**config.mk**
```make
export PLATFORM = sky130hd
export DESIGN_NAME = hack_ram_arbiter
export DESIGN_NICKNAME = d
export VERILOG_FILES = /design/src/rtl/hack_pkg.sv /design/src/rtl/hack_burst_ctr.sv /design/src/rtl/hack_ram_arbiter.sv
export SDC_FILE = /design/constraint.sdc
export NUM_CORES = 1
export LEC_CHECK = 0
export CORE_MARGIN = 1.5
export CORE_UTILIZATION = 40
export DETAILED_ROUTE_END_ITERATION = 12
export DONT_BUFFER_PORTS = 1
export GPL_ROUTABILITY_DRIVEN = 1
export HOLD_SLACK_MARGIN = 0.1
export SKIP_CTS_REPAIR_TIMING = 1
export SYNTH_ARGS = -nofsm -noshare
export SYNTH_HDL_FRONTEND = slang
export SYNTH_SLANG_ARGS = --single-unit
```
**constraint.sdc**
```tcl
create_clock -name clk -period 3.4 [get_ports clk]
set_input_delay 0.68 -clock clk [delete_from_list [all_inputs] [get_ports clk]]
set_output_delay 0.68 -clock clk [all_outputs]
set_load 0.05 [all_outputs]
```
**src/rtl/hack_pkg.sv**
```systemverilog
// rtl/hack_pkg.sv - shared widths and arbiter state encoding for the Hack RAM arbiter
package hack_pkg;

  localparam int ADDR_W = 15;
  localparam int DATA_W = 16;

  typedef enum logic [1:0] {
    S_CPU_ADDR = 2'd0,
    S_CPU_EXEC = 2'd1,
    S_VID      = 2'd2
  } arbStateT;

endpackage

```
**src/rtl/hack_burst_ctr.sv**
```systemverilog
// rtl/hack_burst_ctr.sv - video burst base latch, beat counter and wrapping address adder
module hack_burst_ctr
  import hack_pkg::*;
#(
  parameter int BURST_LEN = 32
) (
  input  logic              clk,
  input  logic              reset_n,
  input  logic              load,
  input  logic [ADDR_W-1:0] base,
  input  logic              advance,
  output logic [ADDR_W-1:0] addr,
  output logic              last
);

  logic [ADDR_W-1:0] baseReg;
  logic [ADDR_W-1:0] beat;

  always_ff @(posedge clk or negedge reset_n) begin
    if (!reset_n) begin
      baseReg <= '0;
      beat    <= '0;
    end else if (load) begin
      baseReg <= base;
      beat    <= '0;
    end else if (advance) begin
      beat <= last ? '0 : beat + 1'b1;
    end
  end

  // Truncation to ADDR_W bits gives the top-of-RAM wrap to address 0.
  assign addr = baseReg + beat;
  assign last = (beat == ADDR_W'(BURST_LEN - 1));

endmodule

```
**src/rtl/hack_ram_arbiter.sv**
```systemverilog
// rtl/hack_ram_arbiter.sv - time-shares the Hack data RAM between the cpu (via clock enable)
// and a non-preemptible video burst reader
module hack_ram_arbiter
  import hack_pkg::*;
#(
  parameter int BURST_LEN = 32
) (
  input  logic              clk,
  input  logic              reset_n,
  input  logic [ADDR_W-1:0] cpu_addr,
  input  logic [DATA_W-1:0] cpu_wdata,
  input  logic              cpu_we,
  output logic [DATA_W-1:0] cpu_rdata,
  output logic              cpu_ce,
  input  logic              vid_req,
  input  logic [ADDR_W-1:0] vid_base,
  output logic              vid_ack,
  output logic [DATA_W-1:0] vid_data,
  output logic              vid_valid,
  output logic [ADDR_W-1:0] ram_addr,
  output logic [DATA_W-1:0] ram_wdata,
  output logic              ram_we,
  input  logic [DATA_W-1:0] ram_rdata
);

  arbStateT          state;
  logic              cpuCe;
  logic              vidAck;
  logic              vidValid;
  logic              burstLoad;
  logic              burstAdvance;
  logic              burstLast;
  logic [ADDR_W-1:0] burstAddr;

  assign burstLoad    = (state == S_CPU_EXEC) && vid_req;
  assign burstAdvance = (state == S_VID);

  hack_burst_ctr #(
    .BURST_LEN(BURST_LEN)
  ) u_burst_ctr (
    .clk    (clk),
    .reset_n(reset_n),
    .load   (burstLoad),
    .base   (vid_base),
    .advance(burstAdvance),
    .addr   (burstAddr),
    .last   (burstLast)
  );

  // cpuCe and vidAck are registered alongside the state so they drop with reset immediately.
  always_ff @(posedge clk or negedge reset_n) begin
    if (!reset_n) begin
      state    <= S_CPU_ADDR;
      cpuCe    <= 1'b0;
      vidAck   <= 1'b0;
      vidValid <= 1'b0;
    end else begin
      vidValid <= vidAck;
      case (state)
        S_CPU_ADDR: begin
          state <= S_CPU_EXEC;
          cpuCe <= 1'b1;
        end
        S_CPU_EXEC: begin
          cpuCe <= 1'b0;
          if (vid_req) begin
            state  <= S_VID;
            vidAck <= 1'b1;
          end else begin
            state <= S_CPU_ADDR;
          end
        end
        S_VID: begin
          if (burstLast) begin
            state  <= S_CPU_ADDR;
            vidAck <= 1'b0;
          end
        end
        default: begin
          state  <= S_CPU_ADDR;
          cpuCe  <= 1'b0;
          vidAck <= 1'b0;
        end
      endcase
    end
  end

  // RAM read data is already one clock late, so it lines up with vidValid without a data register.
  assign ram_addr  = vidAck ? burstAddr : cpu_addr;
  assign ram_we    = cpuCe & cpu_we;
  assign ram_wdata = cpu_wdata;
  assign cpu_rdata = ram_rdata;
  assign cpu_ce    = cpuCe;
  assign vid_ack   = vidAck;
  assign vid_valid = vidValid;
  assign vid_data  = ram_rdata;

endmodule
```
## Word level (Yosys, flattened, before mapping)

Index checks and enable logic that the tools add are counted.

- Flip-flop bits (word level): 35
- Output and inout port bits: 67

- Add/sub/neg operators: 2
- Eq/ne operators: 5
- Muxes and demuxes: 11
- Bitwise gates (word level): 2
- Reduce and logical (&&, ||, !) cells: 4

Operators with widths:

| cell | count |
|---|---|
| 2-to-1 mux 15 bit | 4 |
| adder 15 x 1 -> 15 bit (second input constant) | 1 |
| adder 15 bit | 1 |
| == test 15 x 5 -> 1 bit (second input constant) | 1 |
| one-hot mux 2 bit (3 select lines) | 1 |
| 2-to-1 mux 2 bit | 2 |
| one-hot mux 1 bit (3 select lines) | 1 |
| AND reduction 3 bit | 1 |
| == test 2 x 1 -> 1 bit (second input constant) | 1 |
| == test 2 bit (second input constant) | 1 |
| logical NOT 2 bit | 1 |
| 2-to-1 mux 1 bit | 2 |
| inequality test 2 x 1 -> 1 bit (second input constant) | 1 |
| inequality test 2 bit (second input constant) | 1 |
| one-hot mux 1 bit (2 select lines) | 1 |
| nonzero test 2 bit | 1 |
| AND 1 bit | 1 |
| logical AND 1 bit | 1 |
| NOT 1 bit | 1 |

## Longest topological paths before layout

Gate-level depths: netlist of the first run.

- Depth in word-level cells: 4
- Depth in mapped cells: 8

## By module

Synthesis of the first run repeated with hierarchy kept, for this count alone.

- Cell total of the unflattened synthesis: 295
- Area, all modules: 2857.7 sq um

Modules (own cells, without submodules):

| module | instances | cells each | area an instance (sq um) | seq. area each (sq um) |
|---|---|---|---|---|
| hack_burst_ctr | 1 | 214 | 2078.2 | 750.7 |
| hack_ram_arbiter | 1 | 81 | 779.5 | 125.1 |

## Least setup slack after synthesis of the first run

OpenSTA, ideal clock, no wires.

- Path type: register to output
- From: register vidAck (netlist: vid_ack)
- To: output port ram_addr[13]
- Data arrival time: 3.081 ns
- Data required time: 2.720 ns
- Path slack: -0.361 ns
- Cell stages (with the launch flop): 5
- Buffers on the path: 2
- Path through: dfrtp_1 > clkbuf_1 > inv_1 > clkbuf_1 > o311ai_0

- Cells in the longest elaborated chain, start to end: 1

Ends and longest elaborated chain:

| element | line | text |
|---|---|---|
| from (decl) | hack_ram_arbiter.sv:28 | `logic vidAck;` |
| from (signal assigned) | hack_ram_arbiter.sv:55 | `vidAck <= 1'b0;` |
| from (signal assigned) | hack_ram_arbiter.sv:68 | `vidAck <= 1'b1;` |
| from (signal assigned) | hack_ram_arbiter.sv:76 | `vidAck <= 1'b0;` |
| 2-to-1 mux 15 bit | hack_ram_arbiter.sv:89 | `assign ram_addr = vidAck ? burstAddr : cpu_addr;` |
| to (decl) | hack_ram_arbiter.sv:20 | `output logic [ADDR_W-1:0] ram_addr,` |

No other way between the ends.

## Final worst setup path of the first run

- From: register u_burst_ctr.beat[0]
- To: output port ram_addr[8]

- Cells in the longest elaborated chain, start to end: 2

Ends and longest elaborated chain:

| element | line | text |
|---|---|---|
| from (decl) | hack_burst_ctr.sv:17 | `logic [ADDR_W-1:0] beat;` |
| from (signal assigned) | hack_burst_ctr.sv:27 | `beat <= last ? '0 : beat + 1'b1;` |
| adder 15 bit | hack_burst_ctr.sv:32 | `assign addr = baseReg + beat;` |
| 2-to-1 mux 15 bit | hack_ram_arbiter.sv:89 |  |

No other way between the ends.

==> results of run 1 <==
==> metal layers <==
metal	global-route usage	up-vias	part of all wire
li1	-	1143	-
met1	0.226	1050	0.47
met2	0.272	68	0.45
met3	0.0336	26	0.056
met4	0.0540	0	0.021
met5	0	-	0
==> where the power goes <==
group,internal [mW],switching (mW)
Clock,0.218,0.155
Combinational,0.00287,0.00774
Sequential,0.416,0
Total,0.637,0.163
==> worst max path at each step <==
stage | from | to | slack [ns]
after floorplan | u_burst_ctr.beat[0] | ram_addr[12] | 0.07
after global placement | u_burst_ctr.beat[0] | ram_addr[10] | 0.36
after detailed placement | u_burst_ctr.beat[0] | ram_addr[12] | 0.31
after CTS | u_burst_ctr.beat[0] | ram_addr[10] | -0.01
after global routing | u_burst_ctr.beat[0] | ram_addr[8] | -0.01
final | u_burst_ctr.beat[0] | ram_addr[8] | 0.13
==> registers in the layout (all words and copies together), names as in the netlist <==
signal and cells:
u_burst_ctr.baseReg 15, u_burst_ctr.beat 15, cpu_ce 1, state 2, vid_valid 1, vid_ack 1
==> cells in the final DEF, fill, tap and decap left out, types with 3 or more instances in the layout <==
cell type | Yosys | routed
nand2_1 | 68 | 68
dfrtp_1 | 35 | 35
a21oi_1 | 20 | 18
inv_1 | 17 | 17
nor2_1 | 15 | 15
o21ai_0 | 15 | 14
ha_1 | 15 | 14
buf_4 | 48 | 11
nand4_1 | 9 | 9
nor3_1 | 9 | 9
nand3_1 | 8 | 8
a21o_1 | 8 | 8
and3_1 | 6 | 6
or3_1 | 6 | 6
mux2_2 | 5 | 5
clkbuf_8 | 0 | 5
xnor2_1 | 4 | 4
nor4_1 | 4 | 4
a211oi_1 | 5 | 3
xor2_1 | 3 | 3
o21a_1 | 3 | 3
o31ai_2 | 0 | 3
buf_12 | 0 | 3
==> through the flow <==
| step | util | hold slack (ns) | std cells | total power, mW |
|---|---|---|---|---|
| after floorplan | - | 0.384 | 361 | 0.577 |
| after global placement | 0.396 | 0.387 | 407 | 0.425 |
| after detailed placement | 0.396 | 0.386 | 407 | 0.425 |
| after CTS | 0.413 | 0.0759 | 415 | 0.796 |
| after global routing | 0.427 | 0.226 | 418 | 0.825 |
| final | 0.427 | 0.214 | 418 | 0.800 |
==> kinds of logic (layout without fill, tap and decap cells) <==
| kind of cell | Yosys count | after routing | share of synthesized area |
|---|---|---|---|
| flops | 35 | 35 | 0.301 |
| fa+ha+maj | 16 | 16 | 0.0714 |
| mux | 7 | 7 | 0.0262 |
| buf+inv | 80 | 41 | 0.172 |
| compound gates | 76 | 76 | 0.176 |
| simple gates | 140 | 140 | 0.232 |
| xor+xnor | 7 | 7 | 0.0211 |
==> cell type report <==
type	count	area, sq um
multi-input cells	246	1610
flip-flops and latches	35	876
well taps	96	120
inverters	17	63.8
fillers	699	3960
clock inverters	3	43.8
repair buffers	16	165
clock buffers	5	68.8
==> impl_metrics.csv, run 1 <==
group,metric,value,unit
timing,hold_viol,0,
cts,cts.path.max_buffers,2,
placement,place_area,2740,sq um
route,drt.antenna.violating_nets,0,
timing,finalMaxSlewViolations,0,
cts,clk_latency,0.29,ns
route,drtPass1Iterations,4,
setup_path,r2r_end,"u_burst_ctr.beat[14]",
layout,stdcell_area,2950,sq um
placement,portBuffers,0,
placement,hpwl,4920,um
synth,synth-seq-cells,35,
die,initial_core_util,0.421,
job,drv_cap,0,
route,drc,0,
cts,cts_tree,"done",
cts,cts.clk_slew.worst_paths,0.08,ns
grt,grt.overflow.total,0,
timing,finalSetupTns,0,ns
setup_path,r2r_cells,6,
cts,cts_num_sinks,35,
setup_path,cp_top_family,"compound AO/OA/AOI/OAI gates",
timing,min_period,3.27,ns
power_and_ir_drop,leakage,1.40,nW
timing,relSlewSlack,0.564,
grt,grt_pass1_wl,10300,um
setup_path,reg2reg_setup_slack,1.53,ns
die,core_area,6910,sq um
placement,routabilityCongestion,0.834,
synth,yosys_warnings,0,
synth,netlist.area_leader.share,0.301,
die,dieArea,7790,sq um
synth,yosysTopAreaCell,"dfrtp_1",
grt,antenna_found_initial,0,
synth,synth_edf_count,0,
cts,h-tree-depth,2,
setup_path,path_cells,"ha_2 > inv_1 > fa_1 > and2b_2 > o2111ai_4 > a211oi_2 > nor3_1 > o31ai_2 > buf_6",
timing,finalCritPeriodShare,0.963,
route,wl,6530,um
die,die-height,88.3,um
cts,cts_buffers,5,
synth,syn_area_per_cell,8.05,sq um
synth,synth_area,2910,sq um
synth,syn_nets,443,
timing,worstMarginPinSlew,0.651,ns
setup_path,critPathMaxStageDelay,0.39,ns
setup_path,slowest_stage,"dfrtp_1",
synth,syn_inst,361,
route,drt-initial-drc-count,174,
timing,fmax,0.305,GHz
layout,drive_above_1_share,0.158,
grt,track_usage,0.168,
timing,setup_slack,0.127,ns
grt,grt_pass1_vias,2150,
layout,area_growth,1.51,%
synth,ys_seq_area_frac,0.301,
die,ios,133,
synth,ys_types,56,
power_and_ir_drop,power.density,271,nW/um^2
synth,synth_most_common_cell,"nand2_1",
route,vias_per_cell,5.47,
synth,ys.flop_type,"dfrtp_1",
timing,setup_viol,0,
setup_path,cp-end-kind,"primary output",
die,die_w,88.3,um
synth,synthTopCellsByCount,"nand2_1 (68), buf_4 (48), dfrtp_1 (35)",
setup_path,critical_path_arrival,2.59,ns
status,status,"complete, no violations",
setup_path,worstPathMaxFanout,5,
timing,fin_skew,0.00716,ns
die,fp-row-count,30,
setup_path,path_class,"reg2out",
route,wl_per_cell,15.6,um
synth,async_flop_share,1.00,
setup_path,critPathRequiredTime,2.72,ns
cts,cts_root_buf,"clkbuf_8",
setup_path,crit_path_start_kind,"register",
layout,diodes,0,
setup_path,cp.buffers_inverters,2,
power_and_ir_drop,worst_ir_drop_vdd,0.186,mV
route,vias,2287,
synth,synth_area_leaders,"dfrtp_1 (30%), buf_4 (12%), nand2_1 (8.8%)",
grt,grt_start_max_net_pins,36,
layout,nets,403,
placement,place_ws,0.315,ns
setup_path,regToRegStartpoint,"u_burst_ctr.beat[0]",
hold_path,hp-class,"in2async",
setup_path,worst-path-stages,9,
(Power assumes the default switching activity.)
==> run 2, diff against run 1 <==
--- a/config.mk
+++ b/config.mk
@@ -5,7 +5,7 @@
 export SDC_FILE = /design/constraint.sdc
 export NUM_CORES = 1
 export LEC_CHECK = 0
-export CORE_MARGIN = 1.5
+export CORE_MARGIN = 1
 export CORE_UTILIZATION = 40
 export DETAILED_ROUTE_END_ITERATION = 12
 export DONT_BUFFER_PORTS = 1
@@ -14,4 +14,5 @@
 export SKIP_CTS_REPAIR_TIMING = 1
 export SYNTH_ARGS = -nofsm -noshare
 export SYNTH_HDL_FRONTEND = slang
+export SYNTH_HIERARCHICAL = 1
 export SYNTH_SLANG_ARGS = --single-unit
==> run 2 against run 1 <==
Against the previous run: combinational power rose to 150 times the previous value; via count down 17%; cell area down 7.5%; flip-flop and latch count unchanged; critical path depth down 1; die area down 3.9%; cell count down 17%; area after synthesis down 1.7%; register-to-register slack worse by 0.04 ns; critical endpoint is now ram_addr[12].
==> impl_metrics.csv, run 2 <==
group,metric,value,unit
status,status,"complete, no violations",
synth,synth_area_leaders,"dfrtp_1 (31%), buf_4 (13%), mux2_2 (8.3%)",
synth,yosys_warnings,6,
synth,synth_area,2860,sq um
timing,setup_viol,0,
die,fp-row-count,30,
die,ios,133,
cts,cts.clk_slew.worst_paths,0.07,ns
layout,final_common_cell,"dfrtp_1",
cts,clk_latency,0.29,ns
synth,syn_area_per_cell,9.69,sq um
timing,min_period,3.26,ns
setup_path,path_class,"reg2out",
placement,routabilityCongestion,0.811,
grt,grt.overflow.total,0,
setup_path,cp-end-kind,"primary output",
cts,cts_root_buf,"clkbuf_8",
setup_path,worstPathMaxFanout,5,
route,drt-initial-drc-count,86,
synth,yosysTopAreaCell,"dfrtp_1",
cts,cts.path.max_buffers,2,
layout,diodes,0,
grt,grt_pass1_wl,8570,um
cts,cts_buffers,5,
synth,synthTopCellsByCount,"buf_4 (48), dfrtp_1 (35), mux2_2 (21), nor2_1 (21), o21ai_0 (21)",
layout,instances_no_fill,348,
grt,grt_pass1_vias,1798,
route,vias_per_cell,5.45,
layout,top_regs,"u_burst_ctr/baseReg: 15 flops, u_burst_ctr/beat: 15 flops, state: 2 flops",
route,wl_per_cell,15.4,um
layout,layout_common_cells,"dfrtp_1 (35), o21ai_0 (21), nor2_1 (21)",
layout,stdcell_area,2730,sq um
timing,fmax,0.307,GHz
placement,hpwl,3970,um
layout,nets,333,
synth,synth_most_common_cell,"buf_4",
placement,place_area,2580,sq um
synth,syn_nets,377,
die,dieArea,7490,sq um
timing,hold_viol,0,
synth,ys_types,48,
die,core_area,6830,sq um
synth,syn_inst,295,
layout,area_growth,-4.51,%
layout,postLayoutCoreUtil,0.399,
die,die-height,86.5,um
die,initial_core_util,0.418,
power_and_ir_drop,leakage,1.20,nW
setup_path,critPathRequiredTime,2.72,ns
route,drtPass1Iterations,4,
route,wl,5360,um
grt,antenna_found_initial,0,
placement,placed_cells,339,
cts,cts_num_sinks,35,
timing,finalMaxSlewViolations,0,
placement,portBuffers,0,
layout,fill_cells,672,
timing,fin_skew,0.00503,ns
cts,cts_tree,"done",
cts,h-tree-depth,2,
timing,grt_setup_unrepaired,"false",
timing,holdWs,0.225,ns
power_and_ir_drop,power.density,989,nW/um^2
layout,drive_above_1_share,0.222,
route,drc,0,
die,die_w,86.5,um
route,vias,1897,
power_and_ir_drop,worst_ir_drop_vdd,0.315,mV
setup_path,crit_path_start_kind,"register",
synth,synth-seq-cells,35,
hold_path,hp-class,"in2async",
power_and_ir_drop,power,2.70,mW
grt,track_usage,0.147,
job,drv_cap,0,
timing,relSlewSlack,0.375,
route,drt.antenna.violating_nets,0,
setup_path,critical_path_arrival,2.58,ns
synth,ys.flop_type,"dfrtp_1",
synth,netlist.area_leader.share,0.306,
layout,multiInputGateArea,1580,sq um
timing,worstMarginPinSlew,0.938,ns
synth,async_flop_share,1.00,
synth,synth_edf_count,0,
timing,finalCritPeriodShare,0.959,
grt,grt_start_max_net_pins,36,
layout,seq_area,876,sq um
synth,ys_seq_area_frac,0.306,
[run 2: kinds of logic (layout without fill, tap and decap cells)]
family | after synthesis | count (layout) | synth area share
compound gates | 69 | 69 | 0.154
mux | 30 | 30 | 0.130
fa+ha+maj | 16 | 16 | 0.0727
xor+xnor | 20 | 20 | 0.0613
simple gates | 65 | 65 | 0.123
buf+inv | 60 | 17 | 0.153
flops | 35 | 35 | 0.306
[run 2: cell type report]
cell class / count / share of cell area
clock buffer: 8 / 0.0367
sequential: 35 / 0.321
multi-input combinational: 200 / 0.577
inverter: 6 / 0.00825
timing repair buffer: 3 / 0.0128
tap: 96 / 0.0440
[run 2: worst max-delay path: stages, from the launching register on]
cell and delay [ns]:
dfrtp_1 0.42, ha_1 0.23, fa_2 0.38, a211oi_2 0.22, o21ai_2 0.12, a211oi_2 0.28
or2_4 0.19, o311ai_2 0.09, mux2_4 0.36
[run 2: final timing paths]
path / slack [ns] / from / end / cells after the start
max: 0.14 / u_burst_ctr/beat[0] / ram_addr[12] / 8
min: 0.22 / reset_n / state[0] / 1
max reg2reg: 1.49 / u_burst_ctr/beat[1] / u_burst_ctr/beat[12] / 6
min reg2reg: 0.49 / state[0] / cpu_ce / 1
max in group asynchronous: 2.99 / reset_n / u_burst_ctr/beat[13] / 1
min in group clk: 0.49 / state[0] / cpu_ce / 1
[run 2: where the power goes]
group	switching [mW]	leakage, nW	internal [mW]
clock network	0.146	0.0515	0.185
registers	0.207	0.442	0.558
logic	1.00	0.706	0.599
total	1.36	1.20	1.34
[run 2: layer usage]
metal / wire [um] / GRT usage / vias up
li1: - / - / 926
met1: 2490 / 0.192 / 913
met2: 2490 / 0.237 / 41
met3: 260 / 0.0248 / 17
met4: 119 / 0.0712 / 0
met5: 0 / 0 / -
[run 2: metrics by stage]
| step | setup slack (ns) | TNS [ns] |
|---|---|---|
| finish | 0.140 | 0 |
| global route | 0.0345 | 0 |
| CTS | -0.242 | -0.662 |
| detailed placement | 0.0818 | 0 |
| global placement | 0.127 | 0 |
| floorplan | 0.360 | 0 |
==> run 3, diff against run 2 <==
==> constraint.sdc (replaced) <==
create_clock -name clk -period 4 [get_ports clk]
set_input_delay 0.8 -clock clk [delete_from_list [all_inputs] [get_ports clk]]
set_output_delay 0.8 -clock clk [all_outputs]
set_load 0.05 [all_outputs]
==> run 3 against run 2 <==
Against the previous run: non-clock buffer count decreased by 2; combinational power decreased by 18%; clock power decreased by 13%; power decreased by 17%; sequential share of layout area increased by 0.65 points; register-to-register slack got worse by 0.09 ns; setup slack improved by 0.054 ns; global-route usage increased by 0.14 points; first-iteration DRC count decreased by 10%; clock skew decreased by 0.0013 ns; sequential power decreased by 15%; cell area decreased by 2.0%; critical path type unchanged.
==> impl_metrics.csv, run 3 (synthesis gave the netlist of run 2 again) <==
group,metric,value,unit
timing,fmax,0.263,GHz
grt,grt_pass1_wl,8750,um
route,drt-initial-drc-count,77,
grt,track_usage,0.148,
timing,min_period,3.81,ns
cts,cts_root_buf,"clkbuf_8",
power_and_ir_drop,switching_share,0.505,
timing,relSlewSlack,0.429,
layout,diodes,0,
route,drtPass1Iterations,4,
cts,clk_latency,0.29,ns
cts,cts_num_sinks,35,
layout,nets,331,
power_and_ir_drop,pwr-share-clk,0.128,
timing,fin_skew,0.00377,ns
setup_path,cp-end-kind,"primary output",
cts,cts.clk_slew.worst_paths,0.07,ns
die,ios,133,
setup_path,worstPathMaxFanout,5,
setup_path,critical_path_arrival,3.01,ns
layout,drive_above_1_share,0.204,
grt,grt_pass1_vias,1776,
power_and_ir_drop,pwr-share-seq,0.288,
route,drc,0,
layout,stdcell_area,2680,sq um
die,dieArea,7490,sq um
grt,antenna_found_initial,0,
route,vias,1851,
power_and_ir_drop,p_int,1.11,mW
die,initial_core_util,0.418,
placement,hpwl,4020,um
route,wl,5290,um
cts,h-tree-depth,2,
layout,top_regs,"u_burst_ctr/baseReg: 15 flops, u_burst_ctr/beat: 15 flops, state: 2 flops",
layout,layout_common_cells,"dfrtp_1 (35), mux2_2 (21), o21ai_0 (21), nor2_1 (21), a21oi_1 (17)",
layout,fill_cells,694,
power_and_ir_drop,p_sw,1.14,mW
timing,finalCritPeriodShare,0.951,
die,core_area,6830,sq um
power_and_ir_drop,power.density,841,nW/um^2
timing,worstMarginPinSlew,0.856,ns
placement,portBuffers,0,
layout,final_common_cell,"dfrtp_1",
setup_path,critPathRequiredTime,3.20,ns
power_and_ir_drop,power,2.25,mW
die,die_w,86.5,um
placement,routabilityCongestion,0.803,
cts,cts_buffers,5,
timing,grt_setup_unrepaired,"false",
route,wl_per_cell,15.3,um
setup_path,path_class,"reg2out",
grt,grt_start_max_net_pins,36,
layout,area_growth,-6.39,%
cts,cts_tree,"done",
die,die-height,86.5,um
power_and_ir_drop,pwr-share-comb,0.585,
job,drv_cap,0,
grt,grt.overflow.total,0,
power_and_ir_drop,leakage,1.17,nW
placement,place_area,2570,sq um
route,vias_per_cell,5.35,
route,drt.antenna.violating_nets,0,
die,fp-row-count,30,
power_and_ir_drop,worst_ir_drop_vdd,0.261,mV
timing,finalMaxSlewViolations,0,
cts,cts.path.max_buffers,2,
setup_path,crit_path_start_kind,"register",
hold_path,hp-class,"in2async",
status,status,"complete, no violations",
timing,finalSetupTns,0,ns
timing,hold_viol,0,
timing,setup_viol,0,
run 3: changes by cell type in the layout (fill, tap and decap cells not counted), sizes merged:
| cell | previous run | this run |
|---|---|---|
| clkinvlp | 0 | 1 |
| clkbuf | 8 | 7 |
| buf | 3 | 1 |
run 3: final cells by class:
class	instances	area (sq um)	area share
Timing Repair Buffer	1	7.51	0.00281
Inverter	6	22.5	0.00842
Clock buffer	7	96.3	0.0360
Sequential cell	35	876	0.327
Tap cell	96	120	0.0449
Clock inverter	1	7.51	0.00281
Multi-Input combinational cell	200	1550	0.578
run 3: power by group through the flow:
| stage | clock network [mW] | logic [mW] | registers (mW) |
|---|---|---|---|
| floorplan | 0 | 1.36 | 0.607 |
| global placement | 0 | 1.31 | 0.653 |
| detailed placement | 0 | 1.32 | 0.658 |
| CTS | 0.299 | 1.33 | 0.650 |
| global route | 0.313 | 1.41 | 0.669 |
| finish | 0.288 | 1.32 | 0.648 |
run 3: per-layer routing:
metal | part of all wire | vias up | global-route usage
met4 | 0.023 | 0 | 0.0682
met1 | 0.46 | 865 | 0.205
li1 | - | 920 | -
met3 | 0.058 | 17 | 0.0219
met5 | 0 | - | 0
met2 | 0.45 | 49 | 0.229
run 3: final timing paths:
check,start,end,slack [ns],cells after the start
max,u_burst_ctr/beat[0],ram_addr[12],0.19,8
min,reset_n,cpu_ce,0.20,0
max reg2reg,state[1],u_burst_ctr/beat[12],1.40,7
min reg2reg,state[1],state[0],0.50,1
max in group asynchronous,reset_n,u_burst_ctr/baseReg[11],3.72,0
min in group clk,state[1],state[0],0.50,1
run 3: through the flow:
step	hold slack, ns	setup slack (ns)	instances	utilization
after floorplan	0.446	0.840	295	-
after global placement	0.471	0.574	338	0.376
after detailed placement	0.490	0.533	338	0.376
after CTS	0.188	0.193	346	0.392
after global routing	0.179	0.0972	346	0.392
final	0.198	0.194	346	0.392
run 3: worst max-delay path: stages (launching register included):
cell,delay (ns)
dfrtp_1,0.43
ha_1,0.23
fa_1,0.43
a211oi_1,0.25
o21ai_1,0.15
a211oi_1,0.49
or2_2,0.23
o311ai_2,0.10
mux2_2,0.41
